**src/rtl/log2_fix.sv**
```systemverilog
// log2 front-end for bfloat16: unbiased exponent as integer part, fraction computed
// one bit per cycle by repeated squaring of the significand; special operands flagged.
module log2_fix #(
    parameter int unsigned EXP_WIDTH  = 8,
    parameter int unsigned MAN_WIDTH  = 7,
    parameter int unsigned WORK_WIDTH = 16
) (
    input  logic                           clk,
    input  logic                           rst,
    input  logic                           valid_log2_i,
    input  logic [EXP_WIDTH+MAN_WIDTH:0]   operando,
    output logic                           ready_o,
    output logic [EXP_WIDTH-1:0]           parte_intera,
    output logic [MAN_WIDTH-1:0]           parte_frazionaria,
    output logic                           valid_log2_o,
    output logic                           zero_o,
    output logic                           inf_o,
    output logic                           nan_o
);

    localparam int unsigned CNT_WIDTH = (MAN_WIDTH > 1) ? $clog2(MAN_WIDTH) : 1;
    localparam int unsigned PAD_WIDTH = WORK_WIDTH - MAN_WIDTH - 1;
    localparam logic [EXP_WIDTH-1:0] EXP_BIAS = {1'b0, {(EXP_WIDTH-1){1'b1}}};
    localparam logic [CNT_WIDTH-1:0] K_START  = CNT_WIDTH'(MAN_WIDTH - 1);

    typedef enum logic [1:0] {StIdle, StIter, StDone} state_e;

    state_e                  state_q, state_d;
    logic [WORK_WIDTH-1:0]   y_q, y_d;
    logic [CNT_WIDTH-1:0]    k_q, k_d;
    logic [MAN_WIDTH-1:0]    frac_acc_q, frac_acc_d;
    logic [EXP_WIDTH-1:0]    int_acc_q, int_acc_d;
    logic [EXP_WIDTH-1:0]    int_q, int_d;
    logic [MAN_WIDTH-1:0]    frac_q, frac_d;
    logic                    valid_q, valid_d;
    logic                    zero_q, zero_d;
    logic                    inf_q, inf_d;
    logic                    nan_q, nan_d;

    logic                    op_sign;
    logic [EXP_WIDTH-1:0]    op_exp;
    logic [MAN_WIDTH-1:0]    op_man;
    logic                    exp_zero;
    logic                    exp_ones;
    logic                    man_nz;
    logic                    op_special;

    logic [2*WORK_WIDTH-1:0] square;
    logic                    sq_msb;
    logic [WORK_WIDTH-1:0]   y_norm;
    logic [MAN_WIDTH-1:0]    frac_bits;
    logic                    unused_sq_lsbs;

    assign op_sign    = operando[EXP_WIDTH+MAN_WIDTH];
    assign op_exp     = operando[EXP_WIDTH+MAN_WIDTH-1:MAN_WIDTH];
    assign op_man     = operando[MAN_WIDTH-1:0];
    assign exp_zero   = (op_exp == '0);
    assign exp_ones   = &op_exp;
    assign man_nz     = |op_man;
    assign op_special = exp_zero | exp_ones | op_sign;

    // y is Q1.(W-1) in [1,2), so y*y is Q2.(2W-2) in [1,4); renormalise back into [1,2).
    assign square    = {{WORK_WIDTH{1'b0}}, y_q} * {{WORK_WIDTH{1'b0}}, y_q};
    assign sq_msb    = square[2*WORK_WIDTH-1];
    assign y_norm    = sq_msb ? square[2*WORK_WIDTH-1:WORK_WIDTH]
                              : square[2*WORK_WIDTH-2:WORK_WIDTH-1];
    assign frac_bits = {frac_acc_q[MAN_WIDTH-2:0], sq_msb};
    assign unused_sq_lsbs = ^square[WORK_WIDTH-2:0];

    always_comb begin
        state_d    = state_q;
        y_d        = y_q;
        k_d        = k_q;
        frac_acc_d = frac_acc_q;
        int_acc_d  = int_acc_q;
        int_d      = int_q;
        frac_d     = frac_q;
        valid_d    = 1'b0;
        zero_d     = zero_q;
        inf_d      = inf_q;
        nan_d      = nan_q;

        unique case (state_q)
            StIdle: begin
                if (valid_log2_i) begin
                    if (op_special) begin
                        state_d = StDone;
                        valid_d = 1'b1;
                        int_d   = '0;
                        frac_d  = '0;
                        zero_d  = exp_zero;
                        nan_d   = !exp_zero && ((exp_ones && man_nz) || op_sign);
                        inf_d   = !exp_zero && exp_ones && !man_nz && !op_sign;
                    end else begin
                        state_d    = StIter;
                        int_acc_d  = op_exp - EXP_BIAS;
                        y_d        = {1'b1, op_man, {PAD_WIDTH{1'b0}}};
                        k_d        = K_START;
                        frac_acc_d = '0;
                    end
                end
            end
            StIter: begin
                y_d        = y_norm;
                frac_acc_d = frac_bits;
                if (k_q == '0) begin
                    state_d = StDone;
                    valid_d = 1'b1;
                    int_d   = int_acc_q;
                    frac_d  = frac_bits;
                    zero_d  = 1'b0;
                    inf_d   = 1'b0;
                    nan_d   = 1'b0;
                end else begin
                    k_d = k_q - 1'b1;
                end
            end
            StDone: begin
                state_d = StIdle;
            end
            default: begin
                state_d = StIdle;
            end
        endcase
    end

    always_ff @(posedge clk) begin
        if (rst) begin
            state_q    <= StIdle;
            y_q        <= '0;
            k_q        <= '0;
            frac_acc_q <= '0;
            int_acc_q  <= '0;
            int_q      <= '0;
            frac_q     <= '0;
            valid_q    <= 1'b0;
            zero_q     <= 1'b0;
            inf_q      <= 1'b0;
            nan_q      <= 1'b0;
        end else begin
            state_q    <= state_d;
            y_q        <= y_d;
            k_q        <= k_d;
            frac_acc_q <= frac_acc_d;
            int_acc_q  <= int_acc_d;
            int_q      <= int_d;
            frac_q     <= frac_d;
            valid_q    <= valid_d;
            zero_q     <= zero_d;
            inf_q      <= inf_d;
            nan_q      <= nan_d;
        end
    end

    assign ready_o           = (state_q == StIdle);
    assign parte_intera      = int_q;
    assign parte_frazionaria = frac_q;
    assign valid_log2_o      = valid_q;
    assign zero_o            = zero_q;
    assign inf_o             = inf_q;
    assign nan_o             = nan_q;

endmodule
```
**config.mk**
```make
export PLATFORM = sky130hd
export DESIGN_NAME = log2_fix
export DESIGN_NICKNAME = d
export VERILOG_FILES = /design/src/rtl/log2_fix.sv
export SDC_FILE = /design/constraint.sdc
export NUM_CORES = 1
export LEC_CHECK = 0
export CORE_MARGIN = 2
export CORE_UTILIZATION = 60
export CTS_BUF_LIST = sky130_fd_sc_hd__clkbuf_8
export DETAILED_ROUTE_END_ITERATION = 8
export PLACE_DENSITY = 0.79
export SYNTH_ARGS = -nofsm -noshare
export SYNTH_HDL_FRONTEND = slang
export SYNTH_SLANG_ARGS = --single-unit
```
**constraint.sdc**
```tcl
create_clock -name clk -period 6.9 [get_ports clk]
set_clock_uncertainty 0.1 [all_clocks]
set_input_delay 0.69 -clock clk [delete_from_list [all_inputs] [get_ports clk]]
set_output_delay 0.69 -clock clk [all_outputs]
set_load 0.01 [all_outputs]
```
==> results of run 1 <==
## sequential cells by signal, summed over array words and instances (netlist names), 2 cells and up
name / cells
int_acc_q: 8
state_q: 2
parte_frazionaria: 7
parte_intera: 8
frac_acc_q: 6
y_q: 16
k_q: 3
## worst max-delay path: stages, from the launching register on
cell	delay [ns]
dfxtp_1	0.52
buf_4	0.26
inv_1	0.15
ha_1	0.22
or2_2	0.31
fa_1	0.51
fa_1	0.56
fa_1	0.46
fa_1	0.51
inv_1	0.05
fa_1	0.48
inv_1	0.04
ha_1	0.37
nand2_1	0.13
o21ai_1	0.33
a211oi_2	0.15
or3_1	0.39
nand4_1	0.21
nor2_2	0.15
or3_1	0.37
a31oi_1	0.19
## cells in the mapped netlist (3+ instances only)
library cell / instances
nand4_1: 4
and3_1: 4
dfxtp_1: 54
o21a_1: 6
nor2b_1: 3
fa_1: 161
or3_1: 4
and2_1: 42
a211oi_1: 9
a21oi_1: 40
xor2_1: 12
o21ai_1: 8
or2_2: 8
nand2_1: 107
a22oi_1: 26
xnor2_1: 20
nand3_1: 13
nor2_1: 74
o211ai_1: 10
mux2i_1: 8
a31oi_1: 6
ha_1: 106
o21ai_0: 11
nand2b_1: 4
a21o_1: 8
nor3_1: 15
inv_1: 262
nor4_1: 3
clkbuf_1: 34
## routing by layer
metal  routed length (um)  global-route usage, %
met3                 1230                   2.13
met4                  279                   5.57
met5                    0                      0
met1                 8750                   36.5
met2                10500                   46.1
## metrics by stage
step           util, %  hold slack (ns)
4_1_cts           65.5            0.359
6_report          65.6            0.383
2_1_floorplan        -            0.361
5_1_grt           65.6            0.389
3_3_place_gp      64.9            0.341
3_5_place_dp      64.9            0.346
## worst paths after layout
| check | slack (ns) | start | depth (start not counted) | endpoint |
|---|---|---|---|---|
| worst min-delay path | 0.38 | y_q[6]$_SDFFE_PP0P_ | 2 | y_q[6]$_SDFFE_PP0P_ |
| worst max-delay path | 0.32 | y_q[8]$_SDFFE_PP0P_ | 20 | y_q[14]$_SDFFE_PP0P_ |
| worst min register to register | 0.38 | y_q[6]$_SDFFE_PP0P_ | 2 | y_q[6]$_SDFFE_PP0P_ |
| worst max register to register | 0.32 | y_q[8]$_SDFFE_PP0P_ | 20 | y_q[14]$_SDFFE_PP0P_ |
## power breakdown
group / switching (mW) / internal [mW]
clock network: 0.108 / 0.0828
logic: 0.214 / 0.138
registers: 0.0236 / 0.325
## cell families after synthesis
| kind of cell | Yosys count | share of synthesized area [%] |
|---|---|---|
| xor+xnor | 32 | 2.95 |
| compound gates | 149 | 10.8 |
| simple gates | 287 | 14.1 |
| buf+inv | 299 | 11.9 |
| mux | 10 | 1.11 |
| fa+ha+maj | 267 | 47.9 |
| flops | 54 | 11.4 |
## cell type report
type	count	area [sq um]	share of cell area, %
multi-input cells	745	7300	71.1
inverters	262	983	9.58
repair buffers	58	526	5.12
flip-flops and latches	54	1090	10.6
clock inverters	2	16.3	0.158
well taps	216	270	2.63
clock buffers	6	82.6	0.804
==> results.md, run 1 <==
- Outcome: complete, no violations
- Netlist cell types: 54
- CP startpoint kind: register
- TritonCTS clock tree: built
- DP Area: 10200 sq um
- Vias in the first global route: 7650
- CTS Hold Buffers Added: 0
- Clock-pin slew on the worst setup and hold paths: 0.10 ns
- Site Rows: 46
- Initial core utilization: 60.7%
- Final nets: 1412
- Total clock sinks: 54
- Top cell type's share of synthesized area: 33.9%
- First-pass GRT wire length: 35800 um
- Die Ht: 130 um
- Gr usage total: 26.4%
- Setup slack after layout: 0.324 ns
- Max Clk Rate: 0.152 GHz
- Final Setup Violations: 0
- Final Slew Violations: 0
- CTS Buf Count: 5
- I/O pin total: 39
- Die Wd: 130 um
- Syn nets: 1384
- Max-Cap Viols: 0
- Routed vias: 7339
- Synthesized instance count: 1098
- Root buffer cell: clkbuf_8
- RSZ-0062 raised after global routing: false
- Largest net degree at the start of global routing: 50
- Worst slew pin tran: 0.924 ns
- EDFF count, synth: 0
- Post-Syn Area: 9510 sq um
- Inst Count DP: 1335
- Tcrit/Tclk final: 95.3%
- Final hold violation count: 0
- Worst slack, placed: 0.235 ns
- Fill cell count: 1332
- Post-route cell area: 10300 sq um
- Htree depth: 2
- Critical Path RT: 7.03 ns
- Final ANT Viol Nets: 0
- Ys async rst share: 0%
- P_leak: 5.51 nW
- WS Path Type: register to register
- Routed len/inst: 15.5 um
- Sequential share of the synthesized area: 11.4%
- Die area: 16900 sq um
- Worst EP arrival: 6.70 ns
- DR pass1 iterations: 5
- Non-Filler Instances: 1343
- Most frequent cells in the layout: 262 x inv_1, 161 x fa_1, 107 x nand2_1, 106 x ha_1, 74 x nor2_1
- Cells resized by post-CTS repair: 0
- Power Total: 892 uW
- Largest fanout on the critical path: 9
- Area grow syn2layout: 7.98%
- Core Region: 15700 sq um
- Slew Limit Headroom: 38.4%
- Worst-Skew Late Latency: 0.31 ns
- DRC viols: 0
- Fraction of layout cells with a size suffix above 1: 4.97%
- Ys flop type: dfxtp_1
- DRT iter0 DRCs: 515
- Avg Cell Area, Syn: 8.66 sq um
- Worst hold path type: register to register
- Bufs on Longest Clock Path: 2
- Worst IR drop on VDD: 110 uV
- Critical path endpoint category: register
- Routed wire length: 20800 um
- Post-layout min period: 6.58 ns
- RePlAce Congestion: 0.958
- Commonest non-fill, non-tap cell in the layout: inv_1
- Synth Register Bits: 54
- Via density: 5.46
- Post-CTS setup buffer count: 0
- Largest cells by area after synthesis: fa_1 34%, ha_1 14%, dfxtp_1 11%
- Antenna violations before repair: 0
- PortBufs: 38
- YS warnings: 0
- Antenna cells: 0
- Placed wire-length estimate: 17400 um
- Aggregate global routing overflow: 0
- Post-synth top area cell: fa_1
- Power per Cell Area: 86.9 nW/um^2
- Setup TNS: 0 ns
(Power assumes the default switching activity.)
==> run 2, diff against run 1 <==
--- a/config.mk
+++ b/config.mk
@@ -9,6 +9,7 @@
 export CORE_UTILIZATION = 60
 export CTS_BUF_LIST = sky130_fd_sc_hd__clkbuf_8
 export DETAILED_ROUTE_END_ITERATION = 8
+export GPL_TIMING_DRIVEN = 0
 export PLACE_DENSITY = 0.79
 export SYNTH_ARGS = -nofsm -noshare
 export SYNTH_HDL_FRONTEND = slang
==> results.md, run 2 (synthesis results as in run 1) <==
- Total clock sinks: 54
- Worst-Skew Late Latency: 0.30 ns
- Antenna violations before repair: 1
- Gr usage total: 27.9%
- Fill cell count: 1355
- TritonCTS clock tree: built
- Site Rows: 46
- Crit-path slowest cell: dfxtp_1
- Placed wire-length estimate: 18300 um
- Crit-path cells: clkbuf_4 > nand2_1 > inv_1 > fa_1 > inv_1 > fa_1 > inv_1 > fa_1 > fa_1 > fa_1 > inv_1 > fa_1 > inv_1 > ha_1 > and3_1 > a31oi_1 > o2111a_2 > nor3_4 > mux2i_4 > o21a_1 > buf_6 > a222oi_1 > nor2_1
- PortBufs: 38
- Bufs on Longest Clock Path: 2
- Max-Cap Viols: 0
- Routed met1 length: 9200 um
- Routed vias: 7454
- First-pass GRT wire length: 36900 um
- Initial core utilization: 60.7%
- Worst hold path type: register to register
- Die Ht: 130 um
- Worst Setup SP: y_q[10]$_SDFFE_PP0P_
- Most flops, register: y_q
- Final hold slack: 0.406 ns
- Area grow syn2layout: 8.36%
- Routed len/inst: 16.2 um
- Largest fanout on the critical path: 10
- Worst IR drop on VDD: 159 uV
- Commonest non-fill, non-tap cell in the layout: inv_1
- Power Total: 876 uW
- Power per Cell Area: 85.0 nW/um^2
- Clock-pin slew on the worst setup and hold paths: 0.09 ns
- Most common cell on crit path: fa_1
- Setup slack after layout: 0.257 ns
- CP startpoint kind: register
- Tcrit/Tclk final: 96.3%
- Worst-case reg-to-reg path depth: 23
- Wire length on met2: 11000 um
- Antenna cells: 0
- Inst Count DP: 1352
- WS Path Type: register to register
- I/O pin total: 39
- Root buffer cell: clkbuf_8
- Post-layout min period: 6.64 ns
- Die area: 16900 sq um
- DP Area: 10200 sq um
- Hold_sp: parte_intera[1]$_SDFFE_PP0P_
- Reg2reg setup slack: 0.26 ns
- Final ANT Viol Nets: 0
- Critical Path RT: 6.98 ns
- Setup TNS: 0 ns
- Final nets: 1428
- Non-Filler Instances: 1357
- Largest net degree at the start of global routing: 15
- DR pass1 iterations: 5
- Htree depth: 2
- Final Setup Violations: 0
- Die Wd: 130 um
- Worst hold endpoint: parte_intera[1]$_SDFFE_PP0P_
- Core Util, Final: 65.8%
- Slew Limit Headroom: 57.2%
- Worst slew pin tran: 0.636 ns
- Aggregate global routing overflow: 0
- Worst EP arrival: 6.72 ns
- Worst hold stages: 2
- Reg2reg end: y_q[2]$_SDFFE_PP0P_
- CTS Hold Buffers Added: 0
- Final hold violation count: 0
- P_leak: 5.52 nW
- Outcome: complete, no violations
- DRT iter0 DRCs: 460
- Top Metal Used: met4
- Max stage delay on crit path: 0.56 ns
- Via density: 5.49
- Post-route cell area: 10300 sq um
- Final Slew Violations: 0
- Critical path endpoint category: register
- Routed wire length: 22000 um
- Most frequent cells in the layout: 262 x inv_1, 161 x fa_1, 107 x nand2_1, 106 x ha_1, 74 x nor2_1
- DRC viols: 0
- Met3 Wirelength: 1130 um
- Fraction of layout cells with a size suffix above 1: 5.00%
- Vias in the first global route: 7705
- CTS Buf Count: 5
- Core Region: 15700 sq um
- Reg-to-reg startpoint: y_q[10]$_SDFFE_PP0P_
- Max Clk Rate: 0.151 GHz
- Worst slack, placed: -0.384 ns
- RePlAce Congestion: 0.925
- Largest register FFs: 16
[run 2: metal layers]
layer | track usage, % | up-vias
met2 | 47.5 | 190
met3 | 3.61 | 60
met4 | 9.17 | 0
met1 | 37.2 | 3683
met5 | 0 | -
li1 | - | 3521
[run 2: worst max path at each step]
stage | to | slack (ns) | cells after the start
2_1_floorplan | y_q[13]$_SDFFE_PP0P_ | 0.70 | 25
3_3_place_gp | y_q[12]$_SDFFE_PP0P_ | -0.30 | 23
3_5_place_dp | y_q[2]$_SDFFE_PP0P_ | -0.38 | 22
4_1_cts | y_q[2]$_SDFFE_PP0P_ | 0.01 | 21
5_1_grt | y_q[2]$_SDFFE_PP0P_ | -0.008 | 23
6_report | y_q[2]$_SDFFE_PP0P_ | 0.26 | 23
[run 2: cell type report]
| type | count | area [sq um] | share of cell area (%) |
|---|---|---|---|
| tap | 216 | 270 | 2.62 |
| multi-input combinational | 745 | 7310 | 71.0 |
| timing repair buffer | 38 | 380 | 3.69 |
| sequential | 54 | 1090 | 10.6 |
| inverter | 262 | 983 | 9.55 |
| clock buffer | 6 | 82.6 | 0.802 |
| buffer | 36 | 181 | 1.76 |
[run 2: where the power goes]
group,switching [mW],total (mW),internal [mW]
combinational,0.219,0.354,0.135
sequential,0.0237,0.349,0.326
clock,0.0951,0.173,0.0776
total,0.338,0.876,0.538
[run 2: what timing repair did]
| item | 4_1_cts | 5_1_grt |
|---|---|---|
| gates resized for setup | 13 | 40 |
| setup endpoints to repair | 18 | 17 |
| setup buffers | 0 | 0 |
| cloned | 0 | 0 |
| pin swaps | 0 | 1 |
[run 2: worst max-delay path: cells and delay by family, from the launching register on]
kind | cells | cell delay [ns]
AO/OA/AOI/OAI | 4 | 1.18
adder cells (fa/ha/maj) | 7 | 3.09
buffers and inverters | 7 | 0.87
flip-flops | 1 | 0.56
multiplexers | 1 | 0.21
AND/OR/NAND/NOR | 4 | 0.51
